<file path="config.mk">
export PLATFORM = sky130hd
export DESIGN_NAME = shift_rows_stream_flat
export DESIGN_NICKNAME = d
export VERILOG_FILES = /design/src/rtl/shift_rows_stream_if.sv /design/src/rtl/shift_rows_stream.sv /design/src/flat_wrapper.sv
export SDC_FILE = /design/constraint.sdc
export NUM_CORES = 1
export LEC_CHECK = 0
export ABC_CLOCK_PERIOD_IN_PS = 23700
export BUFFER_PORTS_ARGS = -buffer_cell sky130_fd_sc_hd__buf_2
export CORE_MARGIN = 2
export CORE_UTILIZATION = 39
export DETAILED_ROUTE_END_ITERATION = 16
export SLEW_MARGIN = 10
export SYNTH_ARGS = -nofsm -noshare
export SYNTH_HDL_FRONTEND = slang
export SYNTH_SLANG_ARGS = --single-unit
</file>
<file path="constraint.sdc">
create_clock -name clk -period 23.7 [get_ports clk]
set_input_delay 2.37 -clock clk [delete_from_list [all_inputs] [get_ports clk]]
set_output_delay 2.37 -clock clk [all_outputs]
set_load 0.005 [all_outputs]
</file>
<file path="src/rtl/shift_rows_stream_if.sv">
// rtl/shift_rows_stream_if.sv - block stream interface for shift_rows_stream
//
// Purpose: carries one Rijndael state block plus its mode bit and sideband
//          tag across a valid/ready handshake.
// Signals:
//   valid  producer has a block present
//   ready  consumer accepts on valid && ready at a clock edge
//   inv    1 = InvShiftRows, 0 = ShiftRows
//   tag    sideband tag, TAG_W bits
//   data   state, 32*NB bits, column-major, MSB first
// Modports:
//   master  drives valid/inv/tag/data, samples ready
//   slave   samples valid/inv/tag/data, drives ready
interface shift_rows_stream_if #(
  parameter int NB    = 4,
  parameter int TAG_W = 4
) ();
  logic              valid;
  logic              ready;
  logic              inv;
  logic [TAG_W-1:0]  tag;
  logic [32*NB-1:0]  data;

  modport master (
    output valid,
    output inv,
    output tag,
    output data,
    input  ready
  );

  modport slave (
    input  valid,
    input  inv,
    input  tag,
    input  data,
    output ready
  );
endinterface

</file>
<file path="src/rtl/shift_rows_stream.sv">
// rtl/shift_rows_stream.sv - pipelined ShiftRows/InvShiftRows engine with 2-entry output buffer
//
// Purpose: permutes the bytes of a Rijndael state block (Nb = 4, 6 or 8)
//          forward or inverse, per block, and queues the result in a
//          2-entry FIFO so it can sit between two pipeline stages under
//          back-pressure.
// Ports:
//   clk    single clock, rising edge
//   rst    asynchronous active-high reset
//   in_s   upstream block stream (slave side: valid/inv/tag/data in, ready out)
//   out_m  downstream block stream (master side: valid/inv/tag/data out, ready in)
//   busy   1 while at least one block is held in the buffer
module shift_rows_stream #(
  parameter int NB    = 4,
  parameter int TAG_W = 4
) (
  input  logic                clk,
  input  logic                rst,
  shift_rows_stream_if.slave  in_s,
  shift_rows_stream_if.master out_m,
  output logic                busy
);

  localparam int W = 32 * NB;

  generate
    if (NB != 4 && NB != 6 && NB != 8) begin : g_bad_nb
      $error("shift_rows_stream: NB must be 4, 6 or 8");
    end
  endgenerate

  // Combinational permutation of the incoming block
  logic [W-1:0] w_fwd;
  logic [W-1:0] w_inv;
  logic [W-1:0] w_perm;

  // Buffer control
  logic w_in_ready;
  logic w_out_valid;
  logic w_push;
  logic w_pop;

  // 2-entry storage, pointers and occupancy
  logic [1:0][W-1:0]     r_mem_data;
  logic [1:0]            r_mem_inv;
  logic [1:0][TAG_W-1:0] r_mem_tag;
  logic                  r_wptr;
  logic                  r_rptr;
  logic [1:0]            r_count;

  // Byte (r,c) sits at bit offset 8*(4c+r) from the MSB. Every source index
  // is a constant, so each output byte is a fixed wire plus a 2:1 mode mux.
  for (genvar c = 0; c < NB; c++) begin : g_col
    for (genvar r = 0; r < 4; r++) begin : g_row
      // Row offsets: {0,1,2,3} for Nb=4/6, {0,1,3,4} for Nb=8.
      localparam int OFF = (r == 0) ? 0 :
                           (r == 1) ? 1 :
                           (r == 2) ? ((NB == 8) ? 3 : 2) :
                                      ((NB == 8) ? 4 : 3);
      localparam int SRC_F = (c + OFF) % NB;
      localparam int SRC_I = (c - OFF + NB) % NB;

      assign w_fwd[W-1-8*(4*c+r) -: 8] = in_s.data[W-1-8*(4*SRC_F+r) -: 8];
      assign w_inv[W-1-8*(4*c+r) -: 8] = in_s.data[W-1-8*(4*SRC_I+r) -: 8];
    end
  end

  assign w_perm = in_s.inv ? w_inv : w_fwd;

  // Ready depends on occupancy alone, never on out_m.ready, so no
  // combinational path runs from the downstream ready back upstream.
  assign w_in_ready  = (r_count < 2'd2);
  assign w_out_valid = (r_count != 2'd0);
  assign w_push      = in_s.valid & w_in_ready;
  assign w_pop       = w_out_valid & out_m.ready;

  always_ff @(posedge clk or posedge rst) begin
    if (rst) begin
      r_mem_data <= '0;
      r_mem_inv  <= '0;
      r_mem_tag  <= '0;
      r_wptr     <= 1'b0;
      r_rptr     <= 1'b0;
      r_count    <= 2'd0;
    end else begin
      // in_s.data is only sampled on an accepted push, so X on an idle
      // input never reaches the storage.
      if (w_push) begin
        r_mem_data[r_wptr] <= w_perm;
        r_mem_inv[r_wptr]  <= in_s.inv;
        r_mem_tag[r_wptr]  <= in_s.tag;
        r_wptr             <= ~r_wptr;
      end

      if (w_pop) begin
        r_rptr <= ~r_rptr;
      end

      case ({w_push, w_pop})
        2'b10:   r_count <= r_count + 2'd1;
        2'b01:   r_count <= r_count - 2'd1;
        default: r_count <= r_count;
      endcase
    end
  end

  // The head entry drives the outputs directly; storage resets to zero so
  // the outputs read zero after reset.
  assign in_s.ready  = w_in_ready;
  assign out_m.valid = w_out_valid;
  assign out_m.data  = r_mem_data[r_rptr];
  assign out_m.inv   = r_mem_inv[r_rptr];
  assign out_m.tag   = r_mem_tag[r_rptr];
  assign busy        = w_out_valid;

endmodule

</file>
<file path="src/flat_wrapper.sv">
// flat-port wrapper written by rule: the top's interface ports become plain ports
module shift_rows_stream_flat 
#(
  parameter int NB    = 4,
  parameter int TAG_W = 4
)
  (clk, rst, busy, in_s_valid, in_s_inv, in_s_tag, in_s_data, in_s_ready, out_m_valid, out_m_inv, out_m_tag, out_m_data, out_m_ready);
  shift_rows_stream_if #(.NB(NB), .TAG_W(TAG_W)) in_s_i ();
  shift_rows_stream_if #(.NB(NB), .TAG_W(TAG_W)) out_m_i ();
  input  logic clk;
  input  logic rst;
  output logic busy;
  input wire logic [$bits(in_s_i.valid)-1:0] in_s_valid;
  input wire logic [$bits(in_s_i.inv)-1:0] in_s_inv;
  input wire logic [$bits(in_s_i.tag)-1:0] in_s_tag;
  input wire logic [$bits(in_s_i.data)-1:0] in_s_data;
  output wire logic [$bits(in_s_i.ready)-1:0] in_s_ready;
  output wire logic [$bits(out_m_i.valid)-1:0] out_m_valid;
  output wire logic [$bits(out_m_i.inv)-1:0] out_m_inv;
  output wire logic [$bits(out_m_i.tag)-1:0] out_m_tag;
  output wire logic [$bits(out_m_i.data)-1:0] out_m_data;
  input wire logic [$bits(out_m_i.ready)-1:0] out_m_ready;
  assign in_s_i.valid = in_s_valid;
  assign in_s_i.inv = in_s_inv;
  assign in_s_i.tag = in_s_tag;
  assign in_s_i.data = in_s_data;
  assign in_s_ready = in_s_i.ready;
  assign out_m_valid = out_m_i.valid;
  assign out_m_inv = out_m_i.inv;
  assign out_m_tag = out_m_i.tag;
  assign out_m_data = out_m_i.data;
  assign out_m_i.ready = out_m_ready;
  shift_rows_stream #(.NB(NB), .TAG_W(TAG_W)) u_core (.clk(clk), .rst(rst), .in_s(in_s_i), .out_m(out_m_i), .busy(busy));
endmodule
</file>
==> metrics.md, run 1 <==
| Metric | Value |
|---|---|
| Max frequency | `0.178 GHz` |
| Crit path time final | `5630 ps` |
| Clock Pin Slew Worst Setup and Hold Paths | `60 ps` |
| Kind of launch point of the worst setup path | `register` |
| Vertical die dimension | `180 um` |
| Count of instances resized after the clock tree is built | `0` |
| Outcome | `finished clean` |
| Distinct cell type count of the synthesized netlist | `21` |
| Share of post-route cells with drive strength above 1 | `47.7%` |
| Number of buffers between clock root and the deepest sink | `3` |
| First-pass GRT wire length | `44.6 mm` |
| 1st-pass router iterations | `4` |
| Maximum number of pins on one net before global-route repair | `183` |
| Setup TNS Final | `0 ps` |
| Starting density of the core | `39.6%` |
| Worst ir drop on vdd | `0.0883 mV` |
| Start-to-end type of the worst setup path | `register to output port` |
| Global placement routability congestion | `0.733` |
| Hold Path Class | `register to register` |
| Register bit total from synthesis | `270` |
| CP max FO | `56` |
| Die Outline Area | `0.0325 mm2` |
| Footprint of the multi-input gates | `0.00494 mm2` |
| Floorplan die width | `180 um` |
| Number of buffers inserted by port buffering | `272` |
| Routed via count | `7,850` |
| Final hold violation count | `0` |
| Leakage Power | `6.81 nW` |
| Power per Cell Area | `142 mW/mm2` |
| Netlist area before placement | `0.0121 mm2` |
| Tcrit/Tclk final | `23.7%` |
| Hold slack | `475 ps` |
| Wire length after detailed routing | `27.3 mm` |
| Area of the core | `0.0306 mm2` |
| Pins Over Slew Limit | `0` |
| Average routed wire per standard cell | `17.0 um` |
| Number of sinks on the clock net | `270` |
| Count of unresolved DRC violations after routing | `0` |
| Number of filler cells placed in the layout | `2,844` |
| Global route overflow | `0` |
| Slew @ Worst Pin | `989 ps` |
| R2R Setup Slk | `21,140 ps` |
| Critical path's most frequent cell | `sky130_fd_sc_hd__buf_4` |
| Required time of the worst setup path | `21,330 ps` |
| Post-DR vias/cell | `4.88` |
| Placed wire-length estimate | `17.8 mm` |
| Worst setup skew after layout | `10.9 ps` |
| Final Total Pwr | `2.08 mW` |
| Antenna violations before repair | `2` |
| Post-synthesis average cell area | `12.9 um2` |
| Number of ports placed on the die boundary | `273` |
| Number of nets with antenna violations after routing | `0` |
| Clk Tree Root Cell | `sky130_fd_sc_hd__clkbuf_16` |
| Number of buffers added for setup after CTS | `0` |
| Total setup violations reported at the end of the flow | `0` |
| Number of clock buffers inserted by TritonCTS | `30` |
| DRT iter0 DRCs | `352` |
| Cells along the critical path | `buf_4, buf_4, mux2_2, buf_2` |
| Number of max-capacitance violations reported | `0` |
| Nets | `1,325` |
| Total nets after synthesis | `1,080` |
| # hold bufs at CTS | `0` |
| Maximum cell stage delay along the critical path | `710 ps` |
| Slowest-stage cell, CP | `sky130_fd_sc_hd__dfrtp_4` |
| Clock tree from TritonCTS | `done` |
| Vias in the first global route | `8,007` |
| Dominant delay contributor by cell family on the critical path | `buffers and inverters` |
| Number of warning messages in the yosys log | `0` |
| Relative slew slack | `34.1%` |
| Clk_lat worst skew | `550 ps` |
| Arr. time, crit path | `3260 ps` |
| Worst setup EP type | `output port` |
| Part of the Yosys area used for sequential elements | `55.8%` |
| Total track usage | `16.6%` |
| Area used by sequential logic in the layout | `0.00676 mm2` |
| Standard-cell row count | `64` |
| Area growth from synthesis to layout | `20.8%` |
| Setup repair after global routing missed its margin | `no` |
| Instance count of the mapped netlist | `942` |
| Maximum level of the CTS H-tree | `1` |
| Sum of buffers and inverters on the critical path | `3` |
synth_stat cells:
cell type / count / area [um2]
sky130_fd_sc_hd__and2_1: 1 / 6.26
sky130_fd_sc_hd__inv_1: 2 / 7.51
sky130_fd_sc_hd__mux2i_1: 64 / 641
sky130_fd_sc_hd__dfrtp_1: 270 / 6760
sky130_fd_sc_hd__nand3b_4: 1 / 20.0
sky130_fd_sc_hd__buf_2: 29 / 145
sky130_fd_sc_hd__nand2_1: 65 / 244
sky130_fd_sc_hd__xnor2_1: 4 / 35.0
sky130_fd_sc_hd__clkbuf_1: 10 / 37.5
sky130_fd_sc_hd__or2_2: 1 / 6.26
sky130_fd_sc_hd__nor2_1: 65 / 244
sky130_fd_sc_hd__buf_6: 8 / 90.1
sky130_fd_sc_hd__ha_1: 1 / 12.5
sky130_fd_sc_hd__o21ai_0: 64 / 320
sky130_fd_sc_hd__mux2_1: 27 / 304
sky130_fd_sc_hd__mux2_4: 2 / 30.0
sky130_fd_sc_hd__mux2_2: 242 / 2730
sky130_fd_sc_hd__xor2_1: 1 / 8.76
sky130_fd_sc_hd__nor3b_2: 1 / 12.5
sky130_fd_sc_hd__buf_4: 20 / 150
sky130_fd_sc_hd__a21oi_1: 64 / 320
tightest hold or removal path: stages (launching register included):
cell                      delay [ps]
sky130_fd_sc_hd__dfrtp_1         340
sky130_fd_sc_hd__nand2_1          40
sky130_fd_sc_hd__o21ai_0          60
layout by cell type (no fill, tap or decap), types with 2 or more instances in the layout:
cell	netlist	routed
sky130_fd_sc_hd__buf_2	29	271
sky130_fd_sc_hd__dfrtp_1	270	269
sky130_fd_sc_hd__mux2_2	242	242
sky130_fd_sc_hd__nand2_1	65	65
sky130_fd_sc_hd__nor2_1	65	65
sky130_fd_sc_hd__o21ai_0	64	64
sky130_fd_sc_hd__a21oi_1	64	64
sky130_fd_sc_hd__mux2i_1	64	64
sky130_fd_sc_hd__clkbuf_16	0	31
sky130_fd_sc_hd__mux2_1	27	27
sky130_fd_sc_hd__clkbuf_8	0	10
sky130_fd_sc_hd__buf_4	20	8
sky130_fd_sc_hd__clkbuf_1	10	7
sky130_fd_sc_hd__clkinv_2	0	6
sky130_fd_sc_hd__xnor2_1	4	4
sky130_fd_sc_hd__diode_2	0	2
sky130_fd_sc_hd__mux2_4	2	2
sky130_fd_sc_hd__clkinvlp_4	0	2
state kept, by name, indices dropped and copies added, names as in the netlist:
name	count
u_core.r_mem_inv	2
u_core.r_wptr	1
u_core.r_mem_data	256
u_core.r_mem_tag	8
u_core.r_rptr	1
u_core.r_count	2
final timing paths:
| path | from | to | cells past startpoint |
|---|---|---|---|
| worst max-delay path | u_core.r_rptr | out_m_data[68] | 4 |
| worst min-delay path | u_core.r_mem_data[181] | u_core.r_mem_data[181] | 2 |
| worst max register to register | u_core.r_wptr | u_core.r_mem_data[30] | 3 |
| worst min register to register | u_core.r_mem_data[181] | u_core.r_mem_data[181] | 2 |
| max in group asynchronous | rst | u_core.r_rptr | 4 |
| min in group asynchronous | rst | u_core.r_mem_data[137] | 2 |
cell families (layout without fill, tap and decap cells):
| logic type | after synthesis | in the layout | share of synthesized area, % |
|---|---|---|---|
| AOI/OAI and AO/OA | 128 | 128 | 5.29 |
| adders and majority gates | 1 | 1 | 0.103 |
| xor gates and xnor gates | 5 | 5 | 0.361 |
| other | 0 | 2 | 0 |
| and+or+nand+nor | 134 | 134 | 4.40 |
| muxes | 335 | 335 | 30.5 |
| buffers and inverters | 69 | 338 | 3.55 |
| DFF | 270 | 270 | 55.8 |
per-stage QoR:
stage | util [%] | setup WS [ps] | cells | instance area, um2
floorplan | - | 13890 | 942 | 12100
global placement | 44.6 | 18480 | 1551 | 13600
detailed placement | 44.6 | 18430 | 1551 | 13600
CTS | 47.8 | 18010 | 1607 | 14600
global route | 47.8 | 17880 | 1607 | 14600
finish | 47.8 | 18070 | 1609 | 14600
power by group:
part           total [mW]  switching, mW  internal, mW  leakage (nW)
clock network       0.454          0.184         0.270         0.486
registers           0.823          0.131         0.692          3.19
logic               0.803          0.348         0.455          3.14
total                2.08          0.663          1.42          6.81
area by class of cell:
type / count / area share (%)
timing repair buffer: 280 / 9.82
multi-input combinational: 603 / 33.7
clock inverter: 8 / 0.308
antenna: 2 / 0.0342
inverter: 2 / 0.103
sequential: 270 / 46.2
tap: 396 / 3.39
clock buffer: 48 / 6.42
routing by layer:
metal  GRT usage, %  routed length [um]  part of all wire (%)
met1           23.0               12600                    46
met4           4.26                 691                   2.5
met3           4.45                1760                   6.4
met5              0                   0                     0
met2           25.9               12300                    45
Note: power is estimated with default switching activity, not from simulation.
==> inputs of run 2 (changes only) <==
- ABC_CLOCK_PERIOD_IN_PS: 23700 -> 4950
- clock period: 23.7 -> 4.95 ns (I/O delays scaled with it)
==> metrics.md, run 2 (synthesized netlist as in run 1, its figures left out) <==
| Metric | Value |
|---|---|
| Average routed wire per standard cell | `16.4 um (-3.1%)` |
| Floorplan die width | `180 um (unchanged)` |
| Share of post-route cells with drive strength above 1 | `48.0% (+0.29 points)` |
| R2R Setup Slk | `2370 ps (-18,770 ps)` |
| Required time of the worst setup path | `4450 ps (-16,880 ps)` |
| Number of sinks on the clock net | `270 (unchanged)` |
| Global route overflow | `0 (unchanged)` |
| Vias in the first global route | `8,133 (+1.6%)` |
| Share of power burned in registers | `39.3% (-0.3 points)` |
| Count of unresolved DRC violations after routing | `0 (unchanged)` |
| Relative slew slack | `19.8% (-14 points)` |
| Maximum number of pins on one net before global-route repair | `148 (-19%)` |
| Arr. time, crit path | `2700 ps (-560 ps)` |
| Net switching power of the design | `3.15 mW (+370%)` |
| Leakage Power | `6.86 nW (+0.70%)` |
| Clk pwr share | `22.0% (+0.2 points)` |
| Number of ports placed on the die boundary | `273 (unchanged)` |
| Cell-internal power | `6.84 mW (+380%)` |
| Routed via count | `7,917 (+0.85%)` |
| Wire length after detailed routing | `26.5 mm (-2.9%)` |
| Pins Over Slew Limit | `0 (unchanged)` |
| Number of buffers between clock root and the deepest sink | `3 (unchanged)` |
| Starting density of the core | `39.6% (unchanged)` |
| Most common library cell in the layout ignoring fill and taps | `sky130_fd_sc_hd__buf_2` |
| Setup repair after global routing missed its margin | `no` |
| Number of clock buffers inserted by TritonCTS | `30 (unchanged)` |
| Start-to-end type of the worst setup path | `register to output port` |
| Slew @ Worst Pin | `1200 ps (+213 ps)` |
| First-pass GRT wire length | `43.7 mm (-1.9%)` |
| Total track usage | `16.1% (-0.45 points)` |
| Max reg flops | `256 (unchanged)` |
| 1st-pass router iterations | `5 (+1)` |
| Kind of launch point of the worst setup path | `register` |
| Nets | `1,329 (+0.30%)` |
| Worst setup EP type | `output port` |
| Placed wire-length estimate | `17.0 mm (-4.5%)` |
| Clock Pin Slew Worst Setup and Hold Paths | `60 ps (about the same)` |
| Antenna violations before repair | `3 (+1)` |
| # hold bufs at CTS | `0 (unchanged)` |
| Fraction of met1 tracks used by global routing | `22.3% (-0.69 points)` |
| Final core utilization | `48.1% (+0.28 points)` |
| Met2 track demand over resource | `25.4% (-0.52 points)` |
| Commonest non-fill, non-tap cells in the layout | `sky130_fd_sc_hd__buf_2 (271), sky130_fd_sc_hd__dfrtp_1 (269), sky130_fd_sc_hd__mux2_2 (242)` |
| Area of the core | `0.0306 mm2 (unchanged)` |
| Max frequency | `0.313 GHz` |
| Crit path time final | `3200 ps` |
| Sw frac | `31.5% (-0.37 points)` |
| Hold Path Class | `input pin to async pin` |
| GR Layer Usage met3 | `4.43% (-0.020 points)` |
| Worst ir drop on vdd | `0.396 mV (+350%)` |
| Tcrit/Tclk final | `64.6%` |
| Number of buffers inserted by port buffering | `272 (unchanged)` |
| Maximum level of the CTS H-tree | `1 (unchanged)` |
| Number of max-capacitance violations reported | `0 (unchanged)` |
| Outcome | `finished clean` |
| Power per Cell Area | `679 mW/mm2 (+380%)` |
| Number of buffers added for setup after CTS | `0 (unchanged)` |
| Comb pwr share | `38.7% (about the same)` |
| Number of nets with antenna violations after routing | `0 (unchanged)` |
| Most used routing layer | `met2` |
| Vertical die dimension | `180 um (unchanged)` |
| Final hold violation count | `0 (unchanged)` |
| Total setup violations reported at the end of the flow | `0 (unchanged)` |
| Area growth from synthesis to layout | `21.5%` |
| Standard-cell row count | `64 (unchanged)` |
| Global placement routability congestion | `0.731 (-0.34%)` |
| Register ranked first by flip-flop count | `u_core.r_mem_data` |
| Post-DR vias/cell | `4.91 (+0.67%)` |
| Worst setup skew after layout | `11.4 ps (+0.457 ps)` |
| Leading registers by flop count | `u_core.r_mem_data (256), u_core.r_mem_tag (8)` |
| Clock tree from TritonCTS | `done` |
| Clk_lat worst skew | `540 ps (about the same)` |
| DRT iter0 DRCs | `389 (+11%)` |
| Count of instances resized after the clock tree is built | `0 (unchanged)` |
| Die Outline Area | `0.0325 mm2 (unchanged)` |
| Clk Tree Root Cell | `sky130_fd_sc_hd__clkbuf_16` |
| Setup TNS Final | `0 ps (unchanged)` |
| CP max FO | `68 (+21%)` |
[run 2: cell count changes in the layout (fill, tap and decap cells not counted)]
cell / before / now
sky130_fd_sc_hd__clkbuf_8: 10 / 9
sky130_fd_sc_hd__clkinv_2: 6 / 9
sky130_fd_sc_hd__inv_8: 1 / 0
sky130_fd_sc_hd__clkbuf_1: 7 / 5
sky130_fd_sc_hd__clkinvlp_4: 2 / 1
sky130_fd_sc_hd__bufinv_16: 0 / 1
sky130_fd_sc_hd__buf_12: 1 / 5
[run 2: final timing paths]
path / from / to / depth (start not counted)
max in group asynchronous: rst / u_core.r_mem_data[175] / 3
setup / recovery: u_core.r_rptr / out_m_data[32] / 3
hold / removal: rst / u_core.r_mem_data[11] / 3
min in group clk: in_s_tag[0] / u_core.r_mem_tag[4] / 2
hold reg to reg: u_core.r_mem_data[128] / u_core.r_mem_data[128] / 2
setup reg to reg: u_core.r_count[1] / u_core.r_mem_data[186] / 3
[run 2: power by group through the flow]
stage               logic, mW  registers [mW]  clock network, mW
finish                   3.86            3.93               2.20
global route             4.29            4.08               2.38
CTS                      3.95            3.93               2.28
detailed placement       3.93            3.97                  0
global placement         3.87            3.93                  0
floorplan                2.77            3.70                  0
[run 2: area by class of cell]
cell class                 instances  area, um2
fill                            2810      15900
sequential                       270       6760
multi-input combinational        603       4940
tap                              396        495
antenna                            2       5.00
inverter                           2       11.3
timing repair buffer             284       1520
clock inverter                    10       75.1
clock buffer                      45        918
[run 2: routing by layer]
| layer | routed length, um | up-vias |
|---|---|---|
| met4 | 540 | 2 |
| met3 | 1720 | 34 |
| met5 | 12 | - |
| met1 | 12200 | 3881 |
| li1 | - | 3812 |
| met2 | 12100 | 188 |
[run 2: metrics by stage]
stage | total power, mW | cell area, um2 | setup WS [ps] | hold WS, ps | std cells
final | 9.99 | 14700 | 1750 | 141 | 1612
after global routing | 10.7 | 14700 | 1650 | 154 | 1612
after CTS | 10.2 | 14700 | 1710 | 139 | 1610
after detailed placement | 7.89 | 13700 | 2190 | 465 | 1555
after global placement | 7.80 | 13700 | 2220 | 455 | 1555
after floorplan | 6.47 | 12100 | 888 | 444 | 942
[run 2: critical path, cell delays in order (launching register included)]
cell and delay, ps:
sky130_fd_sc_hd__dfrtp_4 1090, sky130_fd_sc_hd__buf_12 420, sky130_fd_sc_hd__mux2_2 410, sky130_fd_sc_hd__buf_2 130
